==> config.mk <==
export PLATFORM = sky130hd
export DESIGN_NAME = pid_error_gen
export DESIGN_NICKNAME = d
export VERILOG_FILES = /design/src/rtl/pid_error_gen.sv
export SDC_FILE = /design/constraint.sdc
export NUM_CORES = 1
export LEC_CHECK = 0
export ABC_AREA = 1
export CORE_MARGIN = 8
export CORE_UTILIZATION = 30
export DETAILED_ROUTE_END_ITERATION = 8
export GPL_ROUTABILITY_DRIVEN = 1
export SYNTH_ARGS = -nofsm -noshare
export SYNTH_HDL_FRONTEND = slang
export SYNTH_SLANG_ARGS = --single-unit
==> constraint.sdc <==
create_clock -name clk -period 6.8 [get_ports clk]
set_input_delay 1.36 -clock clk [delete_from_list [all_inputs] [get_ports clk]]
set_output_delay 1.36 -clock clk [all_outputs]
set_load 0.02 [all_outputs]
==> src/rtl/pid_error_gen.sv <==
// pid_error_gen: front end of the stimulation control loop.
//
// Feedback samples arrive on a valid/ready handshake and are boxcar-averaged over
// N = 2**AVG_LOG2 samples. A target level soft-starts toward the commanded setpoint
// (RAMP), then follows it directly (TRACK). The signed 17-bit error word
// target - average feeds the PID controller. A run of FAULT_COUNT consecutive
// over-limit errors in TRACK latches FAULT, which forces the error to zero until the
// channel is disabled.
//
// Optional build macro: PID_ERR_DEADBAND_EN zeroes the registered error whenever
// |error| <= DEADBAND (err_valid and fault counting are unaffected).
//
// Ports:
//   clk, rst_n            clock, asynchronous active-low reset
//   enable                channel enable (level)
//   setpoint[15:0]        unsigned commanded level, sampled on each accept
//   meas_valid/meas_data  feedback sample handshake, 16-bit unsigned data
//   meas_ready            high in RAMP and TRACK
//   error[16:0]           signed target - average, held between updates
//   err_valid             one-cycle pulse when error updates
//   target[15:0]          current ramped target
//   state[1:0]            IDLE=0, RAMP=1, TRACK=2, FAULT=3
//   fault                 high in FAULT
module pid_error_gen #(
  parameter int unsigned AVG_LOG2    = 2,
  parameter int unsigned RAMP_STEP   = 64,
  parameter int unsigned FAULT_LIMIT = 4096,
  parameter int unsigned FAULT_COUNT = 3,
  parameter int unsigned DEADBAND    = 8
) (
  input  logic        clk,
  input  logic        rst_n,
  input  logic        enable,
  input  logic [15:0] setpoint,
  input  logic        meas_valid,
  input  logic [15:0] meas_data,
  output logic        meas_ready,
  output logic [16:0] error,
  output logic        err_valid,
  output logic [15:0] target,
  output logic [1:0]  state,
  output logic        fault
);

  localparam int unsigned N  = 2 ** AVG_LOG2;
  localparam int unsigned SW = 16 + AVG_LOG2;

  localparam logic [16:0] Step17   = 17'(RAMP_STEP);
  localparam logic [15:0] Step16   = 16'(RAMP_STEP);
  localparam logic [16:0] FaultLim = 17'(FAULT_LIMIT);
  localparam logic [16:0] DbLim    = 17'(DEADBAND);

`ifdef PID_ERR_DEADBAND_EN
  localparam bit DbEn = 1'b1;
`else
  localparam bit DbEn = 1'b0;
`endif

  typedef enum logic [1:0] {
    StIdle  = 2'd0,
    StRamp  = 2'd1,
    StTrack = 2'd2,
    StFault = 2'd3
  } state_e;

  state_e              state_q, state_d;
  logic [15:0]         target_q, target_d;
  logic [7:0]          cnt_q, cnt_d;
  logic [SW-1:0]       sum_q, sum_d;
  logic [AVG_LOG2-1:0] ptr_q, ptr_d;
  logic [15:0]         smp_q [N];
  logic                smp_wr, smp_clr;
  logic                s1_q, s1_d;
  logic [16:0]         error_q, error_d;
  logic                ev_q, ev_d;

  logic                accept;
  logic [SW-1:0]       sum_acc;
  logic [15:0]         avg_acc, avg_q;
  logic [16:0]         err_trk, err_raw;
  logic                over;
  logic [7:0]          cnt_inc;
  logic [16:0]         ramp_diff;
  logic [15:0]         ramp_tgt;
  logic                in_band;

  function automatic logic [16:0] abs17(input logic [16:0] v);
    return v[16] ? (~v + 17'd1) : v;
  endfunction

  assign meas_ready = (state_q == StRamp) || (state_q == StTrack);
  assign accept     = meas_valid && meas_ready;

  // The oldest entry is always part of sum_q, so the subtraction never underflows.
  assign sum_acc = sum_q - SW'(smp_q[ptr_q]) + SW'(meas_data);
  assign avg_acc = 16'(sum_acc >> AVG_LOG2);
  assign avg_q   = 16'(sum_q >> AVG_LOG2);

  // Error the TRACK sample will produce, needed on edge 1 so the fault trips there.
  assign err_trk = {1'b0, setpoint} - {1'b0, avg_acc};
  assign over    = abs17(err_trk) > FaultLim;
  assign cnt_inc = cnt_q + 8'd1;

  // Error of the sample registered on the previous edge (stage 2 input).
  assign err_raw = {1'b0, target_q} - {1'b0, avg_q};
  assign in_band = DbEn && (abs17(err_raw) <= DbLim);

  // Move target one step toward setpoint, never overshooting it.
  always_comb begin
    ramp_diff = {1'b0, setpoint} - {1'b0, target_q};
    ramp_tgt  = setpoint;
    if (ramp_diff[16]) begin
      if ((~ramp_diff + 17'd1) > Step17) ramp_tgt = target_q - Step16;
    end else if (ramp_diff > Step17) begin
      ramp_tgt = target_q + Step16;
    end
  end

  always_comb begin
    state_d  = state_q;
    target_d = target_q;
    cnt_d    = cnt_q;
    sum_d    = sum_q;
    ptr_d    = ptr_q;
    smp_wr   = 1'b0;
    smp_clr  = 1'b0;
    s1_d     = 1'b0;
    unique case (state_q)
      StIdle: begin
        target_d = '0;
        cnt_d    = '0;
        if (enable) begin
          state_d = StRamp;
          sum_d   = '0;
          ptr_d   = '0;
          smp_clr = 1'b1;
        end
      end
      StRamp: begin
        if (!enable) begin
          state_d  = StIdle;
          target_d = '0;
        end else if (accept) begin
          smp_wr   = 1'b1;
          sum_d    = sum_acc;
          ptr_d    = ptr_q + 1'b1;
          target_d = ramp_tgt;
          s1_d     = 1'b1;
          if (ramp_tgt == setpoint) state_d = StTrack;
        end
      end
      StTrack: begin
        if (!enable) begin
          state_d  = StIdle;
          target_d = '0;
          cnt_d    = '0;
        end else if (accept) begin
          smp_wr   = 1'b1;
          sum_d    = sum_acc;
          ptr_d    = ptr_q + 1'b1;
          target_d = setpoint;
          s1_d     = 1'b1;
          if (!over) begin
            cnt_d = '0;
          end else if (32'(cnt_inc) >= FAULT_COUNT) begin
            state_d = StFault;
            cnt_d   = '0;
            s1_d    = 1'b0;
          end else begin
            cnt_d = cnt_inc;
          end
        end
      end
      StFault: begin
        if (!enable) begin
          state_d  = StIdle;
          target_d = '0;
        end
      end
      default: state_d = StIdle;
    endcase
  end

  // Stage 2: IDLE/FAULT (including a disable arriving with a sample in flight)
  // force the error to zero and suppress the pulse.
  always_comb begin
    error_d = error_q;
    ev_d    = 1'b0;
    if (state_d == StIdle || state_d == StFault) begin
      error_d = '0;
    end else if (s1_q) begin
      error_d = in_band ? 17'd0 : err_raw;
      ev_d    = 1'b1;
    end
  end

  always_ff @(posedge clk or negedge rst_n) begin
    if (!rst_n) begin
      state_q  <= StIdle;
      target_q <= '0;
      cnt_q    <= '0;
      sum_q    <= '0;
      ptr_q    <= '0;
      s1_q     <= 1'b0;
      error_q  <= '0;
      ev_q     <= 1'b0;
    end else begin
      state_q  <= state_d;
      target_q <= target_d;
      cnt_q    <= cnt_d;
      sum_q    <= sum_d;
      ptr_q    <= ptr_d;
      s1_q     <= (state_d == StIdle) ? 1'b0 : s1_d;
      error_q  <= error_d;
      ev_q     <= ev_d;
    end
  end

  always_ff @(posedge clk or negedge rst_n) begin
    if (!rst_n) begin
      for (int i = 0; i < int'(N); i++) smp_q[i] <= '0;
    end else if (smp_clr) begin
      for (int i = 0; i < int'(N); i++) smp_q[i] <= '0;
    end else if (smp_wr) begin
      smp_q[ptr_q] <= meas_data;
    end
  end

  assign error     = error_q;
  assign err_valid = ev_q;
  assign target    = target_q;
  assign state     = state_q;
  assign fault     = (state_q == StFault);

endmodule

# Yosys cells after proc, flatten, opt, wreduce, memory -nomap -nowiden
# Index checks and enable logic that the tools add are counted.
classes:
  n_addsub: 11
  eq_ne: 11
  n_lt_le_gt_ge: 6
  n_mux: 56
  reduce_logical: 14
  bitwise_logic: 3
op_table:
  columns: ["operator", "count"]
  rows:
  - ["$mux 16", 11]
  - ["$mux 64", 2]
  - ["$bwmux 64", 1]
  - ["$pmux 16 s4", 1]
  - ["$mux 18", 3]
  - ["$mux 17", 3]
  - ["$sub 16x16->17", 3]
  - ["$pmux 18 s2", 1]
  - ["$add 17x1->17 const B", 2]
  - ["$gt 17x7->1 const B", 2]
  - ["$not 17->17", 2]
  - ["$bmux 16 s2", 1]
  - ["$demux 16 s2", 1]
  - ["$mux 8", 4]
  - ["$mux 2", 12]
  - ["$add 18x16->18", 1]
  - ["$sub 18x16->18", 1]
  - ["$gt 17x13->1 const B", 1]
  - ["$add 16x7->16 const B", 1]
  - ["$eq 16x16->1", 1]
  - ["$pmux 8 s2", 1]
  - ["$sub 16x7->16 const B", 1]
  - ["$mux 1", 12]
  - ["$add 8x1->8 const B", 1]
  - ["other kinds (21)", 32]
totals:
  regBits: 129
  word_cells: 113
  out_inout_bits: 38
  in_bits: 36

# Longest topological paths before layout
# Gate-level depths: netlist of the first run.
depth:
  word_depth: 18
  mapped_depth: 51
  ltp_nobuf: 49

# Least setup slack after synthesis of the first run
# No wires, ideal clock.
synth_path:
  path_kind: "input port to flip-flop"
  startpoint: "input meas_data[1]"
  endpoint: "register error_q[5] (netlist: error[5])"
  setup_slack_ps: -457
  required_time_ps: 6717
  path_buffers: 1
  setup_ps: 83
  t_arrival_ps: 7175
  stages: 46
  path_cell_list: "inv_1 > fa_1 > inv_1 > fa_1 > nand3_1 > nand2_1 > a21oi_1 > o21ai_0 > nand2_1 > nand2_1 > a21oi_1 > nor2_1 > o21ai_0 > nand2_1 > a21oi_1 > o21ai_0 > nand2_1 > nand2_1 > (+10 left out) > nand2_1 > nand2_1 > nor2_1 > nand4_1 > nand3_1 > nor2_1 > nand2_1 > nand3_1 > nand2_1 > inv_1 > nand2_1 > o21ai_2 > ha_1 > clkbuf_1 > nand2_1 > inv_1 > o21ai_0 > o21ai_0"
synth_between:
  elab_chain_len: 13
  elab_cells_between_ends: 15
  classes_between: "add/sub: 3; order compare: 1; eq/ne: 1; mux: 6; bitwise: 1; reduce/logical: 3"
synth_rtl:
  columns: ["element", "line_no", "text"]
  rows:
  - ["start: declaration", "36", "input logic [15:0] meas_data,"]
  - ["$add 18x16->18 (*)", "95", "assign sum_acc = sum_q - SW'(smp_q[ptr_q]) + SW'(meas_data);"]
  - ["$sub 16x16->17 (*)", "100", "assign err_trk = {1'b0, setpoint} - {1'b0, avg_acc};"]
  - ["$not 17->17", "88", "return v[16] ? (~v + 17'd1) : v;"]
  - ["$add 17x1->17", "88", null]
  - ["$mux 17 (*)", "88", null]
  - ["$gt 17x13->1 (*)", "101", "assign over = abs17(err_trk) > FaultLim;"]
  - ["$mux 2 (*)", "163", "if (!over) begin"]
  - ["$mux 2 (*)", "157", "end else if (accept) begin"]
  - ["$mux 2 (*)", "153", "if (!enable) begin"]
  - ["$pmux 2 s4 (*)", "128", "unique case (state_q)"]
  - ["$eq 2x2->1 / $logic_not 2->1 (equally long branches)", "189", "if (state_d == StIdle || state_d == StFault) begin"]
  - ["$logic_or 1x1->1 (*)", "189", null]
  - ["$mux 17 / $reduce_bool 2->1 (equally long branches)", null, null]
  - ["end signal: assignment", "214", "error_q <= error_d;"]
  - ["end: declaration", "74", "logic [16:0] error_q, error_d;"]
# Mark *: on every way between the ends. The rest lies on a longest branch, timed or not.
# A chain may end at the register's enable or synchronous reset.

# Worst setup path in the final report of the first run
layout_path:
  startpoint: "input meas_data[1]"
  endpoint: "register error_q[7] (netlist: error[7])"
# Same word-level chain as after synthesis.

==> results of run 1 <==
## flip-flops by register name, summed over array words and instances (netlist names)
register / flops
cnt_q: 8
err_valid: 1
error: 17
ptr_q: 2
s1_q: 1
smp_q: 64
state: 2
sum_q: 18
target: 16
## area by class of cell
cell class / instances / area share
multi-input combinational: 1190 / 0.494
sequential: 129 / 0.225
timing repair buffer: 224 / 0.135
inverter: 241 / 0.0636
tap: 468 / 0.0407
clock buffer: 17 / 0.0296
clock inverter: 15 / 0.0125
## repair_timing
item / CTS / global route
pin swaps: 24 / 63
buffers inserted: 14 / 8
setup endpoints to repair: 19 / 20
cloned: 0 / 2
resized for setup: 39 / 90
## worst max path at each step
stage / startpoint / end / slack (ns)
2_1_floorplan: meas_data[1] / error[16] / 0.006
3_3_place_gp: meas_data[1] / error[3] / -0.97
3_5_place_dp: meas_data[1] / error[3] / -1.09
4_1_cts: meas_data[1] / error[9] / 0.005
5_1_grt: meas_data[1] / error[7] / -0.19
6_report: meas_data[1] / error[7] / 0.14
## logic make-up (layout without fill, tap and decap cells)
family          after synthesis  in the layout
buf+inv                     287            497
xor+xnor                     54             54
flops                       129            129
compound gates              317            317
mux                           1              1
simple gates                719            719
fa+ha+maj                    99             99
## metrics by stage
step / setup WS, ns / cell area, um2
finish: 0.138 / 14400
global route: -0.194 / 14400
CTS: 0.00514 / 14000
detailed placement: -1.09 / 13100
global placement: -0.969 / 13100
floorplan: 0.00581 / 11000
## worst min-delay path, cell delays in order (launching register included)
cell and delay, ns:
dfrtp_1 0.34, nand3_1 0.07, o21ai_0 0.06
## placed cells by master, fill, tap and decap left out, types with 14 or more instances in the layout
cell,count
o21ai_1,20
ha_1,70
nand4_1,17
inv_1,219
o22ai_1,46
inv_2,17
xor2_1,33
nand3_1,167
a21oi_1,62
nand2_1,352
nand2_2,15
clkbuf_16,19
o21ai_0,145
fa_1,18
nor3_1,14
buf_4,142
clkdlybuf4s50_1,63
nor2_1,123
dfrtp_1,129
xnor2_1,14
## routing by layer
layer	vias up	wire (um)	track usage
met5	-	0	0
met4	0	500	0.0436
met3	39	1650	0.0192
met2	285	17100	0.275
met1	5422	16400	0.215
li1	5677	-	-
==> impl_metrics.json, run 1 <==
{
  "grt_max_degree": 71,
  "net_count_reported_at_finish": 1938,
  "setup.worst_path.class": "in2reg",
  "clock_tree.buffer_depth": 2,
  "slowest_delay_ns": 0.51,
  "timing.final.crit_share": 0.980,
  "timing.hold.worst_path_depth": 2,
  "cp_max_fo": 8,
  "placement.io_buffers": 73,
  "crit_path_top_delay_cell": "fa_1",
  "path_buf_inv": 10,
  "worst-r2r-setup-slack_ns": 0.25,
  "slew-limit-headroom": 0.295,
  "critical_path_start_type": "primary input",
  "yosys.area.top_type": "dfrtp_1",
  "finClkSkew_ns": 0.0160,
  "layout_min_cycle_time_ns": 6.66,
  "layoutNonFillerInstCount": 2284,
  "syn_nets": 1741,
  "asyncSetResetFlopFracSynth": 1.00,
  "yosys.cell_types.count": 46,
  "dp_cells": 2228,
  "drive_gt1_frac": 0.161,
  "cts_hold_buffers": 0,
  "cp.required_ns": 7.14,
  "area_share_of_xor_xnor_cells_in_the_synthesized_design": 0.0430,
  "finalMaxSlewViolations": 0,
  "timing.rr.end": "error[7]",
  "postLayoutCoreUtil": 0.395,
  "fp.dieW_um": 207,
  "clkSlewWorstSetupHoldPaths_ns": 0.07,
  "yosys-top-cells-area": "dfrtp_1 (29%), nand2_1 (12%), ha_1 (9.1%), nand3_1 (7.9%), inv_1 (7.9%)",
  "yosys.area_share.adder": 0.126,
  "avgSynthCellArea_um2": 6.85,
  "hold_slack_ns": 0.506,
  "multi_input_gate_area_in_the_final_layout_um2": 7100,
  "tns_ns": 0,
  "synth_compound_gate_area_share": 0.158,
  "diodes": 0,
  "globalplace.congestion": 0.909,
  "cpLargestDelayFamily": "adder cells",
  "antenna_left": 0,
  "clock_buffer_count_from_cts": 17,
  "yosys.cell_count.top_type": "nand2_1",
  "floorplan.die.height_um": 207,
  "r2r-start": "ptr_q[0]",
  "synth.cells.most_frequent": "nand2_1 (363), inv_1 (230), nand3_1 (173), o21ai_0 (163), dfrtp_1 (129)",
  "clk_lat_worst_skew_ns": 0.43,
  "combinational_family_with_the_most_area_after_synthesis": "simple AND/OR/NAND/NOR gates",
  "finalHoldViolations": 0,
  "antenna_violations_before_repair": 0,
  "cts_tree": "done",
  "hold_path.class": "reg2reg",
  "rsz0062_at_grt": "true",
  "endpoint_kind": "register",
  "mappedNetlistArea_um2": 11000,
  "hpwl_um": 26500,
  "drc": 0,
  "final-setup-viol-count": 0,
  "synth_seq_cells": 129,
  "synth-warning-count": 0,
  "synthToLayoutAreaGrowth_pct": 30.7,
  "count_of_boundary_i_o_pins": 74,
  "cap_viol_max_count": 0,
  "synth_edf_count": 0,
  "cp_data_arrival_time_ns": 7.00,
  "yosys_most_used_dff": "dfrtp_1",
  "first_pass_iters": 5,
  "grt_pass1_vias": 11100,
  "fill_cells": 3750,
  "path_common_cell": "nand2_1",
  "clock_tree.htree_level_count": 4,
  "core.rowCount": 70,
  "drt_first_iter_violations": 937,
  "netlist.area_leader.share": 0.294,
  "coreArea_um2": 36300,
  "timing.critical_path.depth": 42,
  "netlist_instances": 1606,
  "cts-root-buf": "clkbuf_16",
  "synth_simple_gate_area_share": 0.279,
  "avgRoutedWirePerCell_um": 15.6,
  "worst_pin_slew_ns": 1.06,
  "synth_mux_area_frac": 0.000910,
  "drt_wl_total_um": 35600,
  "cts_sinks": 129,
  "seqCellArea_um2": 3230,
  "status": "finished clean",
  "detail_route.vias_per_cell": 5.00,
  "worst_hold_path.endpoint": "smp_q[24]",
  "worst_hold_startpoint": "smp_q[24]",
  "overall_via_count_from_detail_route": 11400,
  "effective_utilization_at_floorplan": 0.303,
  "timing.reg2reg.worst_path_depth": 44,
  "design.die.area_um2": 43000,
  "synth_seq_area_share": 0.294,
  "grt_usage": 0.162,
  "global_route_wire_length_before_repair_um": 57600,
  "clock.fmax_mhz": 150,
  "gr-total-overflow": 0
}
Power of run 1 is left out: the tool's default activity adds up to more than one toggle a clock period on the data nets, which glitch-free logic cannot reach.
==> inputs of run 2 (changes only) <==
--- a/config.mk
+++ b/config.mk
@@ -10,6 +10,7 @@
 export CORE_UTILIZATION = 30
 export DETAILED_ROUTE_END_ITERATION = 8
 export GPL_ROUTABILITY_DRIVEN = 1
+export SLEW_MARGIN = 10
 export SYNTH_ARGS = -nofsm -noshare
 export SYNTH_HDL_FRONTEND = slang
 export SYNTH_SLANG_ARGS = --single-unit
==> constraint.sdc (replaced) <==
create_clock -name clk -period 7.95 [get_ports clk]
set_input_delay 1.59 -clock clk [delete_from_list [all_inputs] [get_ports clk]]
set_output_delay 1.59 -clock clk [all_outputs]
set_load 0.02 [all_outputs]
==> run 2 against run 1 <==
Against the previous run: flip-flop and latch count unchanged; wire length down 2.9%; final cell count down 4.1%; register-to-register slack better by 0.66 ns; count of clock-buffer cells in the layout up 1; core utilization down 3.1 points; worst setup slack better by 0.28 ns; die area unchanged; critical path type unchanged; largest cell class unchanged; highest routed layer unchanged.
==> impl_metrics.json, run 2 (synthesis results as in run 1) <==
{
  "final_common_cell": "nand2_1",
  "placement.io_buffers": 73,
  "coreArea_um2": 36300,
  "drt_wl_total_um": 34600,
  "grt_usage": 0.155,
  "finalHoldViolations": 0,
  "final-setup-viol-count": 0,
  "critical_path_start_type": "primary input",
  "cts-root-buf": "clkbuf_16",
  "hold_slack_ns": 0.504,
  "timing.hold.worst_path_depth": 2,
  "crit_path_top_delay_cell": "fa_1",
  "flip_flop_count_of_the_largest_register_all_copies_and_words_added": 64,
  "floorplan.die.height_um": 207,
  "clkSlewWorstSetupHoldPaths_ns": 0.06,
  "globalplace.congestion": 0.890,
  "gr-total-overflow": 0,
  "drt_first_iter_violations": 943,
  "clock_tree.buffer_depth": 2,
  "count_of_boundary_i_o_pins": 74,
  "net_count_reported_at_finish": 1845,
  "grt_pass1_vias": 10600,
  "grt_max_degree": 82,
  "timing.reg2reg.worst_path_depth": 48,
  "core.rowCount": 70,
  "setup_slack_ns": 0.415,
  "cts_tree": "done",
  "timing.final.crit_share": 0.948,
  "clk_lat_worst_skew_ns": 0.43,
  "cp_data_arrival_time_ns": 7.84,
  "worst-r2r-setup-slack_ns": 0.91,
  "slowest_delay_ns": 0.53,
  "hpwl_um": 26200,
  "design.die.area_um2": 43000,
  "antenna_violations_before_repair": 1,
  "cap_viol_max_count": 0,
  "overall_via_count_from_detail_route": 11200,
  "endpoint_kind": "register",
  "cts_sinks": 129,
  "drc": 0,
  "global_route_wire_length_before_repair_um": 54700,
  "finalMaxSlewViolations": 0,
  "first_pass_iters": 6,
  "cp.required_ns": 8.26,
  "fp.dieW_um": 207,
  "pre_cts_ws_ns": -0.323,
  "clock.fmax_mhz": 133,
  "cp_max_fo": 8,
  "setup.worst_path.class": "in2reg",
  "r2r-start": "ptr_q[0]",
  "antenna_left": 0,
  "hold_path.class": "reg2reg",
  "detail_route.vias_per_cell": 5.10,
  "fill_cells": 3816,
  "synthToLayoutAreaGrowth_pct": 20.4,
  "finClkSkew_ns": 0.0174,
  "timing.rr.end": "error[16]",
  "worst_hold_startpoint": "smp_q[28]",
  "slew-limit-headroom": 0.270,
  "status": "finished clean",
  "layout_min_cycle_time_ns": 7.54,
  "clock_buffer_count_from_cts": 17,
  "effective_utilization_at_floorplan": 0.303,
  "worst_pin_slew_ns": 1.09,
  "drive_gt1_frac": 0.0808,
  "path_common_cell": "nand2_1",
  "avgRoutedWirePerCell_um": 15.8,
  "worst_hold_path.endpoint": "smp_q[28]",
  "clock_tree.htree_level_count": 4,
  "mostFrequentLayoutCells": "nand2_1 (360), inv_1 (229), nand3_1 (172), o21ai_0 (155), dfrtp_1 (129)",
  "regMostFlops": "smp_q"
}
-- run 2: cell count changes in the layout (fill, tap and decap cells not counted), sizes merged --
cell           before  now
inv               249  241
diode               0    1
clkbuf             24   18
clkinvlp            0    3
clkinv              6    8
dlymetal6s2s        3    1
clkdlybuf4s50      63   71
buf               151   59
-- run 2: critical path: cells and delay by family --
family | cells | cell delay [ns]
compound gates | 8 | 1.19
xor+xnor | 2 | 0.29
simple gates | 22 | 1.81
buf+inv | 10 | 1.48
fa+ha+maj | 4 | 1.46
-- run 2: cell type report --
type	instances	area (um2)	share of cell area
inverter	241	905	0.0683
timing repair buffer	131	1180	0.0892
clock inverter	12	111	0.00841
tap	468	586	0.0442
clock buffer	18	439	0.0332
sequential	129	3230	0.244
multi-input combinational	1190	6780	0.513
antenna	1	2.50	0.000189
-- run 2: worst max-delay path by stage --
stage	from	endpoint	slack [ns]
final	meas_data[6]	error[16]	0.41
after global routing	meas_data[6]	error[8]	-0.04
after CTS	meas_data[1]	error[4]	0.11
after detailed placement	meas_data[1]	error[4]	-0.32
after global placement	meas_data[1]	error[8]	-0.18
after floorplan	meas_data[1]	error[5]	0.46
-- run 2: routing by layer --
| metal | routed length (um) | track usage | part of all wire | vias up |
|---|---|---|---|---|
| met1 | 15600 | 0.203 | 0.45 | 5274 |
| met3 | 1680 | 0.0184 | 0.048 | 68 |
| met5 | 0 | 0 | 0 | - |
| met4 | 941 | 0.0582 | 0.027 | 0 |
| li1 | - | - | - | 5492 |
| met2 | 16400 | 0.261 | 0.47 | 339 |
-- run 2: per-stage QoR --
stage / util / cells / TNS, ns / instance area, um2
floorplan: - / 1606 / 0 / 11000
global placement: 0.345 / 2155 / -1.98 / 12500
detailed placement: 0.345 / 2155 / -4.32 / 12500
CTS: 0.360 / 2185 / 0 / 13100
global route: 0.364 / 2190 / -0.0698 / 13200
finish: 0.364 / 2190 / 0 / 13200
-- run 2: what timing repair did --
item	in CTS	in global routing
hold buffers	0	0
gates resized for setup	0	33
setup endpoints to repair	0	19
setup buffers	0	4
Power of run 2 is left out for the same reason.
==> RTL edit (settings of run 1) <==
Change the parameter `AVG_LOG2` from 2 to 3. Comments in the files are not updated.
--- a/src/rtl/pid_error_gen.sv
+++ b/src/rtl/pid_error_gen.sv
@@ -22,7 +22,7 @@
 //   state[1:0]            IDLE=0, RAMP=1, TRACK=2, FAULT=3
 //   fault                 high in FAULT
 module pid_error_gen #(
-  parameter int unsigned AVG_LOG2    = 2,
+  parameter int unsigned AVG_LOG2    = 3,
   parameter int unsigned RAMP_STEP   = 64,
   parameter int unsigned FAULT_LIMIT = 4096,
   parameter int unsigned FAULT_COUNT = 3,
Function: changed (a bounded check fails within 4 cycles, from zero or initial values and one cycle with rst_n low).
==> RTL edit against run 1 <==
- the flow now finishes with violations (setup timing)
- critical path depth rose by 2
- count of clock-buffer cells in the layout increased by 3
- wire length up 31%
- final area is 26% higher
- sequential cell count is 66 higher
- worst setup slack worse by 150 ps
- highest routed layer unchanged
- synthesized area increased by 27%
Power is left out: the tool's default activity adds up to more than one toggle a clock period on the data nets, which glitch-free logic cannot reach.
==> RTL edit: results (changes against run 1) <==
stage,metric,value,unit,change
outcome,status,finished with violations,,
outcome,failing checks,setup timing,,
yosys,Commonest cells post-synth,"nand2_1 (348), inv_1 (312), nand3_1 (201)",,
route,Routed WL per cell,17.04,microns,+9.2%
setup_path,CP max FO,6,,-2
cells_and_area,antenna cells,0,,unchanged
placed_design,cell area after placement,16530,sq um,+26%
sta,final setup violation count,2,,+2
setup_path,Slowest Stage Delay on Critical Path,590,ps,+80 ps
route,Via density,5.116,,+2.3%
placed_design,GP Congestion,0.9041,,-0.52%
clock_network,Root Buffer,clkbuf_16,,
cells_and_area,Largest Register,smp_q,,
placed_design,DP Worst Slack,-1041,ps,+45.71 ps
yosys,post-synthesis sequential area ratio,34.87,%,+5.5 points
sta,minimum clock period,6815,ps,+152.8 ps
yosys,ys async rst share,100.0,%,unchanged
cells_and_area,Final #Nets,2262,,+17%
sta,final setup margin,-14.80,ps,-152.8 ps
clock_network,H-tree depth,4,,unchanged
placed_design,IO Port Bufs,73,,unchanged
sta,Layout Skew,19.25,ps,+3.261 ps
clock_network,Max Buffers Root-to-Sink,2,,unchanged
sta,Tightest Pin Transition,1119,ps,+63.09 ps
placed_design,post-DP HPWL,34.66,mm,+31%
setup_path,critical path launch point,ptr_q[0],,
yosys,synth top area cells,"dfrtp_1 (35%), nand2_1 (9.3%), inv_1 (8.4%), nand3_1 (7.2%), ha_1 (7.0%)",,
setup_path,reg2reg start,ptr_q[0],,
yosys,unique cell type count in the Yosys netlist,54,,+17%
setup_path,critical path arrival,7170,ps,+170 ps
global_route,largest net degree at the start of global routing,92,,+30%
cells_and_area,Seq. cell area,4881,sq um,+51%
clock_network,CTS Buf Count,17,,unchanged
global_route,initial antenna violation count,0,,unchanged
setup_path,worst setup path endpoint,error[8],,
clock_network,register clock-pin slew on the reported worst setup and hold paths,90,ps,+20 ps
hold_path,worst hold-check path type,reg -> reg,,
route,drt first pass iters,5,,unchanged
clock_network,later-pin clock latency in the skew report,460,ps,+30 ps
cells_and_area,fill cell count,4718,,+26%
yosys,top_reg_cell synth,dfrtp_1,,
cells_and_area,max reg flops,128,,+100%
global_route,vias in the first global route,13870,,+24%
route,initial DRC count,1017,,+8.5%
setup_path,Crit path max-delay family,compound AO/OA/AOI/OAI gates,,
setup_path,CP max stage cell,fa_1,,
yosys,synth warn,0,,unchanged
yosys,syn nets,2021,,+16%
global_route,first-pass GRT wire length,74.42,mm,+29%
global_route,Tot GR Track Use,17.12,%,+0.94 points
cells_and_area,share of layout cells above drive strength 1,18.91,%,+2.8 points
[RTL edit: area by class of cell]
cell class                      count  area share [%]
Timing Repair inverter              1         0.02755
Timing Repair Buffer              286           13.17
Clock buffer                       20           2.459
Tap cell                          607           4.181
Clock inverter                     12          0.9368
Inverter                          326           6.826
Multi-Input combinational cell   1302           45.53
Sequential cell                   195           26.87
[RTL edit: worst min path at each step]
stage / startpoint / to / cells past startpoint
after CTS: cnt_q[7] / cnt_q[7] / 2
after global routing: smp_q[48] / smp_q[48] / 2
after detailed placement: cnt_q[7] / cnt_q[7] / 2
after floorplan: cnt_q[7] / cnt_q[7] / 2
after global placement: smp_q[47] / smp_q[47] / 2
final: cnt_q[7] / cnt_q[7] / 2
[RTL edit: per-layer routing]
metal	vias up	GRT usage, %	part of all wire (%)
met5	-	0	0
met4	0	4.348	1.6
met3	52	2.223	5.0
met2	428	29.49	49
met1	6759	22.43	44
li1	6826	-	-
[RTL edit: what timing repair did]
action | CTS | global route
hold endpoints to repair | 0 | 0
gates resized for setup | 110 | 51
buffers inserted | 34 | 10
setup endpoints to repair | 19 | 19
pin swaps | 57 | 38
cloned | 1 | 0
[RTL edit: per-stage QoR]
stage               hold slack (ps)  instances  TNS [ps]
finish                        502.9       2749    -17.19
global route                  539.6       2749     -8498
CTS                           510.7       2739         0
detailed placement            493.7       2673    -17610
global placement              487.9       2673    -15480
floorplan                     469.9       1888         0
[RTL edit: cell families (layout without fill, tap and decap cells)]
kind of cell | Yosys count | after routing | synth area share [%]
and+or+nand+nor | 740 | 740 | 23.76
AOI/OAI and AO/OA | 403 | 403 | 17.13
buffers and inverters | 391 | 645 | 10.66
DFF | 195 | 195 | 34.87
adders and majority gates | 97 | 97 | 9.693
xor gates and xnor gates | 62 | 62 | 3.881
